--- src/rtl/mm_stream_sink_if.sv ---
// Signal bundle for mm_stream_sink: Avalon-ST sink handshake plus Avalon-MM read slave.
// The master modport is the environment side; the slave modport is the bridge side.
interface mm_stream_sink_if;
  logic [31:0] asi_in0_data;
  logic        asi_in0_valid;
  logic        asi_in0_ready;
  logic [1:0]  avs_s0_address;
  logic        avs_s0_read;
  logic [31:0] avs_s0_readdata;
  logic        avs_s0_readdatavalid;
  logic        avs_s0_waitrequest;

  modport master (
    output asi_in0_data, asi_in0_valid, avs_s0_address, avs_s0_read,
    input  asi_in0_ready, avs_s0_readdata, avs_s0_readdatavalid, avs_s0_waitrequest
  );

  modport slave (
    input  asi_in0_data, asi_in0_valid, avs_s0_address, avs_s0_read,
    output asi_in0_ready, avs_s0_readdata, avs_s0_readdatavalid, avs_s0_waitrequest
  );
endinterface

--- src/rtl/mm_stream_sink.sv ---
// Avalon-ST sink feeding a word FIFO that an Avalon-MM master drains (addr 0) and polls (addr 1).
// Optional accepted-word counter at addr 2 when MM_STREAM_SINK_COUNT_EN is defined.
module mm_stream_sink #(
  parameter int DEPTH = 16
) (
  input  logic               csi_clk,
  input  logic               rsi_reset,
  mm_stream_sink_if.slave    bus
);
  localparam int AW = $clog2(DEPTH);
  localparam logic [AW:0] FILL_FULL = (AW+1)'(DEPTH);

  logic [31:0]   mem_q [DEPTH];
  logic [AW-1:0] wr_ptr_q, wr_ptr_d;
  logic [AW-1:0] rd_ptr_q, rd_ptr_d;
  logic [AW:0]   fill_q, fill_d;
  logic [31:0]   readdata_q, readdata_d;
  logic          rdv_q, rdv_d;

  logic          empty_s, full_s, ready_s, wait_s, accept_s, push_s, pop_s;
  logic [31:0]   status_s, count_rd_s;

  assign empty_s  = (fill_q == {(AW+1){1'b0}});
  assign full_s   = (fill_q == FILL_FULL);
  assign ready_s  = !full_s && !rsi_reset;
  assign wait_s   = bus.avs_s0_read && (bus.avs_s0_address == 2'd0) && empty_s;
  assign accept_s = bus.avs_s0_read && !wait_s;
  assign push_s   = bus.asi_in0_valid && ready_s;
  // A data read is only accepted when non-empty, so pop never underflows.
  assign pop_s    = accept_s && (bus.avs_s0_address == 2'd0);
  assign status_s = {14'd0, full_s, empty_s, 16'(fill_q)};

  assign bus.asi_in0_ready        = ready_s;
  assign bus.avs_s0_waitrequest   = wait_s;
  assign bus.avs_s0_readdata      = readdata_q;
  assign bus.avs_s0_readdatavalid = rdv_q;

`ifdef MM_STREAM_SINK_COUNT_EN
  logic [31:0] count_q, count_d;

  always_comb begin
    if (push_s) begin
      count_d = count_q + 32'd1;
    end else begin
      count_d = count_q;
    end
  end

  always_ff @(posedge csi_clk) begin
    if (rsi_reset) begin
      count_q <= 32'd0;
    end else begin
      count_q <= count_d;
    end
  end

  assign count_rd_s = count_q;
`else
  assign count_rd_s = 32'h0;
`endif

  always_comb begin
    wr_ptr_d   = wr_ptr_q;
    rd_ptr_d   = rd_ptr_q;
    fill_d     = fill_q;
    readdata_d = readdata_q;
    rdv_d      = accept_s;
    if (push_s) begin
      wr_ptr_d = wr_ptr_q + AW'(1);
    end else begin
      wr_ptr_d = wr_ptr_q;
    end
    if (pop_s) begin
      rd_ptr_d = rd_ptr_q + AW'(1);
    end else begin
      rd_ptr_d = rd_ptr_q;
    end
    case ({push_s, pop_s})
      2'b10:   fill_d = fill_q + (AW+1)'(1);
      2'b01:   fill_d = fill_q - (AW+1)'(1);
      default: fill_d = fill_q;
    endcase
    // STATUS reflects the fill before this edge's push/pop.
    if (accept_s) begin
      case (bus.avs_s0_address)
        2'd0:    readdata_d = mem_q[rd_ptr_q];
        2'd1:    readdata_d = status_s;
        2'd2:    readdata_d = count_rd_s;
        default: readdata_d = 32'h0;
      endcase
    end else begin
      readdata_d = readdata_q;
    end
  end

  always_ff @(posedge csi_clk) begin
    if (push_s) begin
      mem_q[wr_ptr_q] <= bus.asi_in0_data;
    end
  end

  always_ff @(posedge csi_clk) begin
    if (rsi_reset) begin
      wr_ptr_q   <= {AW{1'b0}};
      rd_ptr_q   <= {AW{1'b0}};
      fill_q     <= {(AW+1){1'b0}};
      readdata_q <= 32'h0;
      rdv_q      <= 1'b0;
    end else begin
      wr_ptr_q   <= wr_ptr_d;
      rd_ptr_q   <= rd_ptr_d;
      fill_q     <= fill_d;
      readdata_q <= readdata_d;
      rdv_q      <= rdv_d;
    end
  end
endmodule

--- src/flat_wrapper.sv ---
// flat-port wrapper written by rule: the top's interface ports become plain ports
module mm_stream_sink_flat 
#(
  parameter int DEPTH = 16
)
  (csi_clk, rsi_reset, bus_asi_in0_data, bus_asi_in0_valid, bus_avs_s0_address, bus_avs_s0_read, bus_asi_in0_ready, bus_avs_s0_readdata, bus_avs_s0_readdatavalid, bus_avs_s0_waitrequest);
  mm_stream_sink_if bus_i ();
  input  logic csi_clk;
  input  logic rsi_reset;
  input wire logic [$bits(bus_i.asi_in0_data)-1:0] bus_asi_in0_data;
  input wire logic [$bits(bus_i.asi_in0_valid)-1:0] bus_asi_in0_valid;
  input wire logic [$bits(bus_i.avs_s0_address)-1:0] bus_avs_s0_address;
  input wire logic [$bits(bus_i.avs_s0_read)-1:0] bus_avs_s0_read;
  output wire logic [$bits(bus_i.asi_in0_ready)-1:0] bus_asi_in0_ready;
  output wire logic [$bits(bus_i.avs_s0_readdata)-1:0] bus_avs_s0_readdata;
  output wire logic [$bits(bus_i.avs_s0_readdatavalid)-1:0] bus_avs_s0_readdatavalid;
  output wire logic [$bits(bus_i.avs_s0_waitrequest)-1:0] bus_avs_s0_waitrequest;
  assign bus_i.asi_in0_data = bus_asi_in0_data;
  assign bus_i.asi_in0_valid = bus_asi_in0_valid;
  assign bus_i.avs_s0_address = bus_avs_s0_address;
  assign bus_i.avs_s0_read = bus_avs_s0_read;
  assign bus_asi_in0_ready = bus_i.asi_in0_ready;
  assign bus_avs_s0_readdata = bus_i.avs_s0_readdata;
  assign bus_avs_s0_readdatavalid = bus_i.avs_s0_readdatavalid;
  assign bus_avs_s0_waitrequest = bus_i.avs_s0_waitrequest;
  mm_stream_sink #(.DEPTH(DEPTH)) u_core (.csi_clk(csi_clk), .rsi_reset(rsi_reset), .bus(bus_i));
endmodule
--- config.mk ---
export PLATFORM = sky130hd
export DESIGN_NAME = mm_stream_sink_flat
export DESIGN_NICKNAME = d
export VERILOG_FILES = /design/src/rtl/mm_stream_sink_if.sv /design/src/rtl/mm_stream_sink.sv /design/src/flat_wrapper.sv
export SDC_FILE = /design/constraint.sdc
export NUM_CORES = 1
export LEC_CHECK = 0
export ABC_AREA = 0
export CORE_UTILIZATION = 60
export CTS_CLUSTER_SIZE = 20
export DETAILED_ROUTE_END_ITERATION = 10
export GPL_ROUTABILITY_DRIVEN = 0
export MAX_ROUTING_LAYER = met4
export PLACE_DENSITY = 0.82
export SLEW_MARGIN = 0
export SYNTH_ARGS = -nofsm -noshare
export SYNTH_HDL_FRONTEND = slang
export SYNTH_SLANG_ARGS = --single-unit
--- constraint.sdc ---
create_clock -name csi_clk -period 7.7 [get_ports csi_clk]
set_clock_uncertainty 0.2 [all_clocks]
set_input_delay 2.31 -clock csi_clk [delete_from_list [all_inputs] [get_ports csi_clk]]
set_output_delay 2.31 -clock csi_clk [all_outputs]
set_load 0.05 [all_outputs]
==> impl_summary.txt, run 1 <==
----------------------------------------------------
[Synth]
  Synth top area cells ... sky130_fd_sc_hd__edfxtp_1, sky130_fd_sc_hd__mux4_2, sky130_fd_sc_hd__dfxtp_1
  Async set-or-reset flop fraction in the synthesized netlist ... 0
  Yosys top cell area share ... 0.709
  Total of flip-flops plus latches after synthesis ... 562
  Number of standard cells after synthesis ... 1012
  Count of warnings emitted by yosys ... 0
  Fraction of the yosys area taken by sequential cells ... 0.756
  Number of flops mapped to enable cells by yosys ... 512
  Netlist area before placement ... 21700 sq um
  Number of distinct library cells after synthesis ... 51
  Leading register cell type out of synthesis ... sky130_fd_sc_hd__edfxtp_1
  Syn_area_per_cell ... 21.4 sq um
  Cell type with the largest total area after synthesis ... sky130_fd_sc_hd__edfxtp_1
  Total nets after synthesis ... 1058

[Clock network]
  Root Buffer ... sky130_fd_sc_hd__clkbuf_16
  Clock tree from TritonCTS ... yes
  Maximum clock path buffer count ... 3
  Hold buffer count at cts ... 0
  Post-cts repair resize count ... 0
  Clock transition time at the flip-flop clock pins of the worst setup and hold paths ... 0.06 ns
  Buffer count from post-CTS setup fixing ... 0
  Number of sinks on the clock net ... 562
  Total clock buffers created by CTS ... 54
  CTS H-tree lvls ... 2
  Clk_lat worst skew ... 0.61 ns

[Route]
  Detailed-router iteration count before antenna repair ... 5
  Number of vias in the routed layout ... 10600
  DRC violations left ... 0
  Detailed Route WL ... 48.5 mm
  Post-detailed-route wirelength per cell ... 30.1 um
  Detailed router's first-iteration violation count ... 1094
  Antenna violation net count after detailed routing ... 0
  Vias per cell ... 6.56

[Floorplan]
  Starting Density ... 0.609
  Standard cell core area ... 35600 sq um
  Die area ... 36900 sq um
  Die height ... 192 um
  Die span in x ... 192 um
  Number of standard-cell rows in the floorplan ... 69
  Number of placed I/O pins ... 73

[Global routing]
  Total Routing Usage GR ... 0.283
  Number of global-route vias before repair ... 10900
  Grt ovf ... 0
  Maximum number of pins on one net before global-route repair ... 129
  Antenna violations before repair ... 1
  Wire length of the first global-routing pass ... 71.0 mm

[STA]
  Max-slew violation count ... 0
  Slew of the pin with the lowest slew margin ... 1.38 ns
  Unrepaired setup endpoints after global routing ... false
  Final worst slack ... 0.909 ns
  Ratio of final minimum period to clock period ... 0.882
  TNS Setup ... 0 ns
  Period minus WS final ... 6.79 ns
  Number of hold-slack violations in the final timing report ... 0
  Count of final setup violators ... 0
  Peak Freq ... 147 MHz
  Worst slew margin relative to its limit ... 0.0755

[Worst setup path]
  Category of the worst setup path capture point ... output port
  Startpoint kind of the worst setup timing path ... primary input
  Type of the worst setup path ... in -> out
  Data arrival, critical path ... 4.28 ns
  Maximum fanout encountered on the critical timing path ... 11
  Cells on worst reg2reg path ... 4
  Required time of the critical path ... 5.19 ns

[Power]
  Power per Cell Area ... 257 nW/um^2
  Max rail drop VDD ... 237 uV
  Post-layout power ... 0.00635 W
  Leakage power ... 7.70 nW

[Placement]
  Port bufs ... 72
  Post-DP HPWL ... 24.2 mm
  Worst-case setup slack after placement ... 0.939 ns

[Final layout]
  Proportion of layout cells with a drive suffix above 1 ... 0.225
  Layout net count ... 1152
  Layout Utilization ... 0.694
  Fill cells ... 2071
  Commonest cells after routing, fill and taps aside ... sky130_fd_sc_hd__edfxtp_1, sky130_fd_sc_hd__mux4_2, sky130_fd_sc_hd__clkdlybuf4s50_1
  Commonest non-fill, non-tap cell in the layout ... sky130_fd_sc_hd__edfxtp_1
  Synth-to-layout area growth ... 13.9%

[Run]
  Number of maximum-capacitance violations ... 0

[Min path]
  Hold-critical path depth ... 2
  Worst hold-check path type ... reg -> reg

[Status]
  Result of the run ... completed

----------------------------------------------------
## synth_stat cells (all sizes together) (4+ instances only)
cell type / count
mux2: 6
clkbuf: 17
inv: 33
xor2: 8
nor2: 39
a2111oi: 5
edfxtp: 512
nand2: 46
nor3: 12
a21oi: 12
buf: 35
mux4: 154
dfxtp: 50
nand2b: 4
ha: 8
o21ai: 29
mux2i: 7
## power by group
group / switching [W] / total (W) / internal (W) / leakage [nW]
logic: 0.000194 / 0.000331 / 0.000137 / 1.81
clock network: 0.00111 / 0.00263 / 0.00153 / 0.870
registers: 0.0000207 / 0.00338 / 0.00336 / 5.02
## flip-flops by register name, summed over array words and instances, names as in the netlist, named ones only
register and flops:
u_core.bus.avs_s0_readdata 32, u_core.wr_ptr_q 4, u_core.mem_q 512, u_core.rd_ptr_q 4
u_core.bus.avs_s0_readdatavalid 1, u_core.fill_q 5
## area by class of cell
cell class | instances | area, sq um | share of cell area
clock buffer | 83 | 1590 | 0.0646
tap | 461 | 577 | 0.0234
sequential | 562 | 16400 | 0.664
inverter | 33 | 124 | 0.00502
multi-input combinational | 365 | 4950 | 0.200
timing repair buffer | 90 | 881 | 0.0357
antenna | 1 | 2.50 | 0.000101
clock inverter | 18 | 173 | 0.00700
## worst max-delay path: stages
cell,delay [ns]
sky130_fd_sc_hd__clkdlybuf4s50_1,0.61
sky130_fd_sc_hd__nor3b_4,0.37
sky130_fd_sc_hd__and3_1,0.20
sky130_fd_sc_hd__clkdlybuf4s50_1,0.79
## through the flow
step	hold slack, ns	cell area (sq um)	std cells
after floorplan	0.272	21700	1012
final	0.264	24700	1613
after CTS	0.263	24700	1612
after global routing	0.292	24700	1613
after global placement	0.233	22900	1511
after detailed placement	0.252	22900	1511
## final timing paths
check | slack [ns] | startpoint | to
min reg2reg | 0.26 | u_core.bus.avs_s0_readdata[15]$_SDFFE_PP0N_ | u_core.bus.avs_s0_readdata[15]$_SDFFE_PP0N_
min | 0.26 | u_core.bus.avs_s0_readdata[15]$_SDFFE_PP0N_ | u_core.bus.avs_s0_readdata[15]$_SDFFE_PP0N_
max reg2reg | 3.93 | u_core.fill_q[2]$_SDFFE_PP0P_ | u_core.mem_q[11][21]$_DFFE_PP_
max | 0.91 | bus_avs_s0_address[0] | bus_avs_s0_waitrequest
## routing by layer
| layer | track usage | share of wire |
|---|---|---|
| met1 | 0.377 | 0.39 |
| met2 | 0.451 | 0.50 |
| met3 | 0.0457 | 0.080 |
| met4 | 0.0993 | 0.031 |
| met5 | - | 0 |
## kinds of logic after synthesis
| logic type | after synthesis | share of synthesized area |
|---|---|---|
| AOI/OAI and AO/OA | 58 | 0.0160 |
| xor gates and xnor gates | 11 | 0.00445 |
| adders and majority gates | 8 | 0.00462 |
| buffers and inverters | 85 | 0.0212 |
| DFF | 562 | 0.756 |
| muxes | 167 | 0.171 |
| and+or+nand+nor | 121 | 0.0273 |
Note: power is estimated with default switching activity, not from simulation.
==> inputs of run 2 (changes only) <==
--- a/config.mk
+++ b/config.mk
@@ -7,7 +7,7 @@
 export LEC_CHECK = 0
 export ABC_AREA = 0
 export CORE_UTILIZATION = 60
-export CTS_CLUSTER_SIZE = 20
+export CTS_CLUSTER_SIZE = 10
 export DETAILED_ROUTE_END_ITERATION = 10
 export GPL_ROUTABILITY_DRIVEN = 0
 export MAX_ROUTING_LAYER = met4
==> run 2 against run 1 <==
  * Combinational power is essentially flat
  * Highest routed layer unchanged
  * Critical path depth is the same
  * Sequential power is essentially flat
  * Die area is the same
  * Total power grew 3.1%
  * Hold slack is essentially flat
  * Clock-buffer cell count grew 33
  * Clock power grew 7.6%
  * Global-route usage grew 0.12 points
  * Wire length grew 0.20%
  * Sequential share of layout area shrank 0.45 points
==> impl_summary.txt, run 2 (same netlist as run 1, synthesis figures left out) <==
----------------------------------------------------
[Status]
  Result of the run ... completed

[Route]
  Post-detailed-route wirelength per cell ... 29.8 um
  Detailed-router iteration count before antenna repair ... 6
  Detailed Route WL ... 48.6 mm
  Number of vias in the routed layout ... 10700
  DRC violations left ... 0
  Antenna violation net count after detailed routing ... 0
  Vias per cell ... 6.59
  Detailed router's first-iteration violation count ... 1226

[STA]
  Number of hold-slack violations in the final timing report ... 0
  Count of final setup violators ... 0
  Ratio of final minimum period to clock period ... 0.882
  TNS Setup ... 0 ns
  Hold slack ... 0.264 ns
  Max-slew violation count ... 0
  Peak Freq ... 147 MHz
  Period minus WS final ... 6.79 ns
  Worst slew margin relative to its limit ... 0.0839
  Slew of the pin with the lowest slew margin ... 1.37 ns
  Unrepaired setup endpoints after global routing ... false

[Min path]
  Hold-critical path depth ... 2
  Critical hold path startpoint ... u_core.bus.avs_s0_readdata[28]$_SDFFE_PP0N_
  Worst hold-check path type ... reg -> reg
  Hold-critical path endpoint ... u_core.bus.avs_s0_readdata[28]$_SDFFE_PP0N_

[Final layout]
  Final non-filler cell area ... 24900 sq um
  Fill cells ... 2047
  Synth-to-layout area growth ... 14.7%
  Register containing the most flip-flops in the final layout ... u_core.mem_q
  Commonest non-fill, non-tap cell in the layout ... sky130_fd_sc_hd__edfxtp_1
  Proportion of layout cells with a drive suffix above 1 ... 0.215
  Flip-flop count of the largest register, all copies and words added ... 512
  Count of non-filler cells in the finished layout ... 1631
  N_diodes ... 0
  Commonest cells after routing, fill and taps aside ... sky130_fd_sc_hd__edfxtp_1, sky130_fd_sc_hd__mux4_2, sky130_fd_sc_hd__clkdlybuf4s50_1
  Layout net count ... 1164

[Worst setup path]
  Type of the worst setup path ... in -> out
  Slowest cell on the critical path ... sky130_fd_sc_hd__clkdlybuf4s50_1
  Required time of the critical path ... 5.19 ns
  CP peak stage delay ... 0.79 ns
  Launch point of the worst reg-to-reg path ... u_core.fill_q[2]$_SDFFE_PP0P_
  Register-to-register setup slack ... 3.92 ns
  Cell-by-cell trace of the critical path ... clkdlybuf4s50_1, nor3b_4, and3_1, clkdlybuf4s50_1
  Cells on worst reg2reg path ... 5
  Startpoint kind of the worst setup timing path ... primary input
  Maximum fanout encountered on the critical timing path ... 10
  Most frequent cell on the critical path ... sky130_fd_sc_hd__clkdlybuf4s50_1
  Crit path max-delay family ... buffers and inverters
  Category of the worst setup path capture point ... output port
  Data arrival, critical path ... 4.28 ns
  Worst r2r dst ... u_core.mem_q[7][14]$_DFFE_PP_
  Total buffers and inverters traversed by the critical path ... 2

[Power]
  Reg power frac ... 0.517
  Post-layout power ... 0.00654 W
  Power spent charging and discharging nets ... 0.00137 W
  Part of the power in the clock network ... 0.433
  Net switching share of the total power ... 0.209
  Cell internal pwr ... 0.00518 W
  Leakage power ... 7.76 nW
  Fraction of power consumed by combinational cells ... 0.050
  Power per Cell Area ... 263 nW/um^2
  Max rail drop VDD ... 222 uV

[Clock network]
  Clock tree from TritonCTS ... yes
  Buffer count from post-CTS setup fixing ... 0
  Hold buffer count at cts ... 0
  Total clock buffers created by CTS ... 66
  Post-cts repair resize count ... 0
  Number of sinks on the clock net ... 562
  Clock transition time at the flip-flop clock pins of the worst setup and hold paths ... 0.05 ns
  Root Buffer ... sky130_fd_sc_hd__clkbuf_16
  Clk_lat worst skew ... 0.58 ns
  Maximum clock path buffer count ... 3
  CTS H-tree lvls ... 3

[Placement]
  Placed Instance Area ... 22900 sq um
  Post-DP HPWL ... 24.2 mm
  Port bufs ... 72
  Inst Count DP ... 1511

[Floorplan]
  Die span in x ... 192 um
  Standard cell core area ... 35600 sq um
  Die area ... 36900 sq um
  Number of placed I/O pins ... 73
  Die height ... 192 um
  Number of standard-cell rows in the floorplan ... 69
  Starting Density ... 0.609

[Global routing]
  Maximum number of pins on one net before global-route repair ... 129
  Antenna violations before repair ... 0
  Total Routing Usage GR ... 0.284
  Wire length of the first global-routing pass ... 71.4 mm
  Number of global-route vias before repair ... 11000
  Grt ovf ... 0

[Run]
  Number of maximum-capacitance violations ... 0

----------------------------------------------------
[run 2: cell types whose count changed in the layout (fill, tap and decap cells not counted), sizes merged]
cell | previous run | this run
clkinv | 15 | 2
clkbuf | 83 | 116
inv | 33 | 35
diode | 1 | 0
bufinv | 3 | 0
[run 2: worst max-delay path by stage]
stage | start | slack (ns) | cells past startpoint | to
after floorplan | rsi_reset | 1.70 | 3 | bus_asi_in0_ready
final | bus_avs_s0_address[1] | 0.91 | 4 | bus_avs_s0_waitrequest
after global routing | bus_avs_s0_address[0] | 0.83 | 4 | bus_avs_s0_waitrequest
after CTS | bus_avs_s0_address[0] | 0.93 | 4 | bus_avs_s0_waitrequest
after global placement | bus_avs_s0_address[0] | 0.95 | 4 | bus_avs_s0_waitrequest
after detailed placement | bus_avs_s0_address[1] | 0.94 | 4 | bus_avs_s0_waitrequest
[run 2: cell type report]
class	instances	area [sq um]	area share
Tap cell	461	577	0.0232
Inverter	33	124	0.00498
Multi-Input combinational cell	365	4950	0.199
Clock buffer	116	1910	0.0770
Timing Repair Buffer	90	881	0.0354
Sequential cell	562	16400	0.659
Clock inverter	4	25.0	0.00101
[run 2: through the flow]
step	utilization	worst slack, ns
after detailed placement	0.644	0.939
final	0.699	0.908
after CTS	0.699	0.928
after floorplan	-	1.70
after global routing	0.699	0.833
after global placement	0.644	0.949
[run 2: layer usage]
| layer | up-vias | track usage | wire length, um |
|---|---|---|---|
| li1 | 4380 | - | - |
| met1 | 5624 | 0.383 | 19100 |
| met2 | 635 | 0.443 | 24100 |
| met3 | 109 | 0.0532 | 4130 |
| met4 | 0 | 0.0993 | 1390 |
| met5 | - | - | 0 |
[run 2: power groups by stage]
stage	Sequential, W	Clock (W)	Combinational (W)
2_1_floorplan	0.00347	0	0.000185
3_3_place_gp	0.00344	0	0.000316
3_5_place_dp	0.00345	0	0.000324
4_1_cts	0.00339	0.00285	0.000329
5_1_grt	0.00339	0.00297	0.000349
6_report	0.00339	0.00283	0.000328
[run 2: tightest hold or removal path, delay by kind of cell (launching register included)]
family	cells	cell delay, ns
compound gates	1	0.05
flops	1	0.31
simple gates	1	0.05
==> inputs of run 3 (changes only) <==
--- a/config.mk
+++ b/config.mk
@@ -6,6 +6,8 @@
 export NUM_CORES = 1
 export LEC_CHECK = 0
 export ABC_AREA = 0
+export CAP_MARGIN = 40
+export CORE_MARGIN = 5
 export CORE_UTILIZATION = 60
 export CTS_CLUSTER_SIZE = 10
 export DETAILED_ROUTE_END_ITERATION = 10
==> run 3 against run 2 <==
  * Global-route usage down 2.3 points
  * Sequential share of layout area down 0.76 points
  * Core utilization up 0.64 points
  * Sequential cell count unchanged
  * Combinational power up 1%
  * Total power about the same
  * Hold slack worse by 0.011 ns
  * Die area up 8.5%
  * Setup slack worse by 0.017 ns
  * Clock-buffer cell count down 6
  * Critical path type unchanged
==> impl_summary.txt, run 3 (same netlist as run 1, synthesis figures left out) <==
----------------------------------------------------
[Min path]
  Worst hold-check path type ... reg -> reg
  Hold-critical path depth ... 2
  Critical hold path startpoint ... u_core.bus.avs_s0_readdata[25]$_SDFFE_PP0N_
  Hold-critical path endpoint ... u_core.bus.avs_s0_readdata[25]$_SDFFE_PP0N_

[Global routing]
  Antenna violations before repair ... 0
  Total Routing Usage GR ... 0.261
  Grt ovf ... 0
  Maximum number of pins on one net before global-route repair ... 129
  Number of global-route vias before repair ... 11100
  Wire length of the first global-routing pass ... 73.3 mm

[Route]
  DRC violations left ... 0
  Detailed Route WL ... 49.5 mm
  Antenna violation net count after detailed routing ... 0
  Post-detailed-route wirelength per cell ... 30.1 um
  Number of vias in the routed layout ... 10900
  Detailed router's first-iteration violation count ... 1345
  Vias per cell ... 6.61
  Detailed-router iteration count before antenna repair ... 6

[Worst setup path]
  Cells on worst reg2reg path ... 9
  Launch point of the worst reg-to-reg path ... u_core.fill_q[2]$_SDFFE_PP0P_
  Total buffers and inverters traversed by the critical path ... 2
  Data arrival, critical path ... 4.30 ns
  Maximum fanout encountered on the critical timing path ... 11
  Worst r2r dst ... u_core.fill_q[4]$_SDFFE_PP0P_
  Cell-by-cell trace of the critical path ... clkdlybuf4s50_1, nor3b_4, and3_1, clkdlybuf4s50_1
  Type of the worst setup path ... in -> out
  Most frequent cell on the critical path ... sky130_fd_sc_hd__clkdlybuf4s50_1
  Slowest cell on the critical path ... sky130_fd_sc_hd__clkdlybuf4s50_1
  Required time of the critical path ... 5.19 ns
  Crit path max-delay family ... buffers and inverters
  Category of the worst setup path capture point ... output port
  Register-to-register setup slack ... 4.19 ns
  CP peak stage delay ... 0.80 ns
  Startpoint kind of the worst setup timing path ... primary input

[Clock network]
  Maximum clock path buffer count ... 3
  Total clock buffers created by CTS ... 66
  Clock tree from TritonCTS ... yes
  Number of sinks on the clock net ... 562
  Clk_lat worst skew ... 0.58 ns
  Hold buffer count at cts ... 0
  Buffer count from post-CTS setup fixing ... 0
  Post-cts repair resize count ... 0
  CTS H-tree lvls ... 3
  Clock transition time at the flip-flop clock pins of the worst setup and hold paths ... 0.05 ns
  Root Buffer ... sky130_fd_sc_hd__clkbuf_16

[Power]
  Power per Cell Area ... 260 nW/um^2
  Max rail drop VDD ... 254 uV
  Cell internal pwr ... 0.00515 W
  Power spent charging and discharging nets ... 0.00140 W
  Reg power frac ... 0.517
  Post-layout power ... 0.00655 W
  Leakage power ... 7.88 nW
  Fraction of power consumed by combinational cells ... 0.051
  Part of the power in the clock network ... 0.432
  Net switching share of the total power ... 0.213

[Placement]
  Post-DP HPWL ... 26.5 mm
  Port bufs ... 72

[STA]
  Number of hold-slack violations in the final timing report ... 0
  Slew of the pin with the lowest slew margin ... 1.04 ns
  Ratio of final minimum period to clock period ... 0.884
  Count of final setup violators ... 0
  Peak Freq ... 147 MHz
  Period minus WS final ... 6.81 ns
  Max-slew violation count ... 0
  TNS Setup ... 0 ns
  Worst slew margin relative to its limit ... 0.308
  Unrepaired setup endpoints after global routing ... false

[Final layout]
  Register containing the most flip-flops in the final layout ... u_core.mem_q
  Commonest non-fill, non-tap cell in the layout ... sky130_fd_sc_hd__edfxtp_1
  Flip-flop count of the largest register, all copies and words added ... 512
  Layout net count ... 1178
  Layout Utilization ... 0.705
  Commonest cells after routing, fill and taps aside ... sky130_fd_sc_hd__edfxtp_1, sky130_fd_sc_hd__mux4_2, sky130_fd_sc_hd__clkdlybuf4s50_1
  Proportion of layout cells with a drive suffix above 1 ... 0.227
  Combined area of the multi-input logic cells ... 4950 sq um
  N_diodes ... 0
  Synth-to-layout area growth ... 16.0%
  Seq. cell area ... 16400 sq um
  Fill cells ... 2021

[Floorplan]
  Die span in x ... 200 um
  Number of standard-cell rows in the floorplan ... 69
  Starting Density ... 0.608
  Die height ... 200 um
  Number of placed I/O pins ... 73
  Die area ... 40000 sq um
  Standard cell core area ... 35700 sq um

[Status]
  Result of the run ... completed

[Run]
  Number of maximum-capacitance violations ... 0

----------------------------------------------------
==> run 3: cell types whose count changed in the layout (fill, tap and decap cells not counted), moves of 2 or more <==
cell,change
sky130_fd_sc_hd__inv_6,+4
sky130_fd_sc_hd__buf_12,+3
sky130_fd_sc_hd__clkbuf_16,-3
sky130_fd_sc_hd__clkbuf_1,-2
sky130_fd_sc_hd__buf_16,+8
sky130_fd_sc_hd__buf_4,+3
==> run 3: power groups by stage <==
stage               Sequential, W  Combinational (W)  Clock, W
floorplan                 0.00347           0.000185         0
global route              0.00339           0.000354   0.00302
CTS                       0.00339           0.000333   0.00286
finish                    0.00339           0.000332   0.00283
global placement          0.00344           0.000316         0
detailed placement        0.00345           0.000328         0
==> run 3: metrics by stage <==
step           std cells  area [sq um]  hold WS, ns  worst slack, ns
3_3_place_gp        1512         22900        0.235            0.953
5_1_grt             1644         25100        0.277            0.803
2_1_floorplan       1012         21700        0.272             1.70
3_5_place_dp        1524         23200        0.243            0.924
4_1_cts             1643         25100        0.253            0.916
6_report            1644         25100        0.252            0.891
==> run 3: worst reg2reg max path: cells and delay by family, from the launching register on <==
kind | cells | cell delay (ns)
fa+ha+maj | 2 | 0.66
simple gates | 2 | 1.07
compound gates | 4 | 0.84
buf+inv | 1 | 0.17
flops | 1 | 0.45
==> run 3: worst max path at each step <==
| stage | endpoint | slack, ns | from | cells after the start |
|---|---|---|---|---|
| 2_1_floorplan | bus_asi_in0_ready | 1.70 | rsi_reset | 3 |
| 3_3_place_gp | bus_avs_s0_waitrequest | 0.95 | bus_avs_s0_address[0] | 4 |
| 3_5_place_dp | bus_avs_s0_waitrequest | 0.92 | bus_avs_s0_address[0] | 4 |
| 4_1_cts | bus_avs_s0_waitrequest | 0.92 | bus_avs_s0_address[0] | 4 |
| 5_1_grt | bus_avs_s0_waitrequest | 0.80 | bus_avs_s0_address[0] | 4 |
| 6_report | bus_avs_s0_waitrequest | 0.89 | bus_avs_s0_address[0] | 4 |
==> run 3: per-layer routing <==
| layer | wire, um | track usage | part of all wire |
|---|---|---|---|
| met4 | 1230 | 0.0727 | 0.025 |
| met3 | 4570 | 0.0534 | 0.092 |
| met5 | 0 | - | 0 |
| met2 | 25200 | 0.416 | 0.51 |
| met1 | 18500 | 0.354 | 0.37 |
==> run 3: area by class of cell <==
cell class | count | area share
flip-flops and latches | 562 | 0.652
multi-input cells | 365 | 0.197
clock buffers | 110 | 0.0723
repair buffers | 104 | 0.0471
well taps | 461 | 0.0229
inverters | 33 | 0.00493
clock inverters | 9 | 0.00408
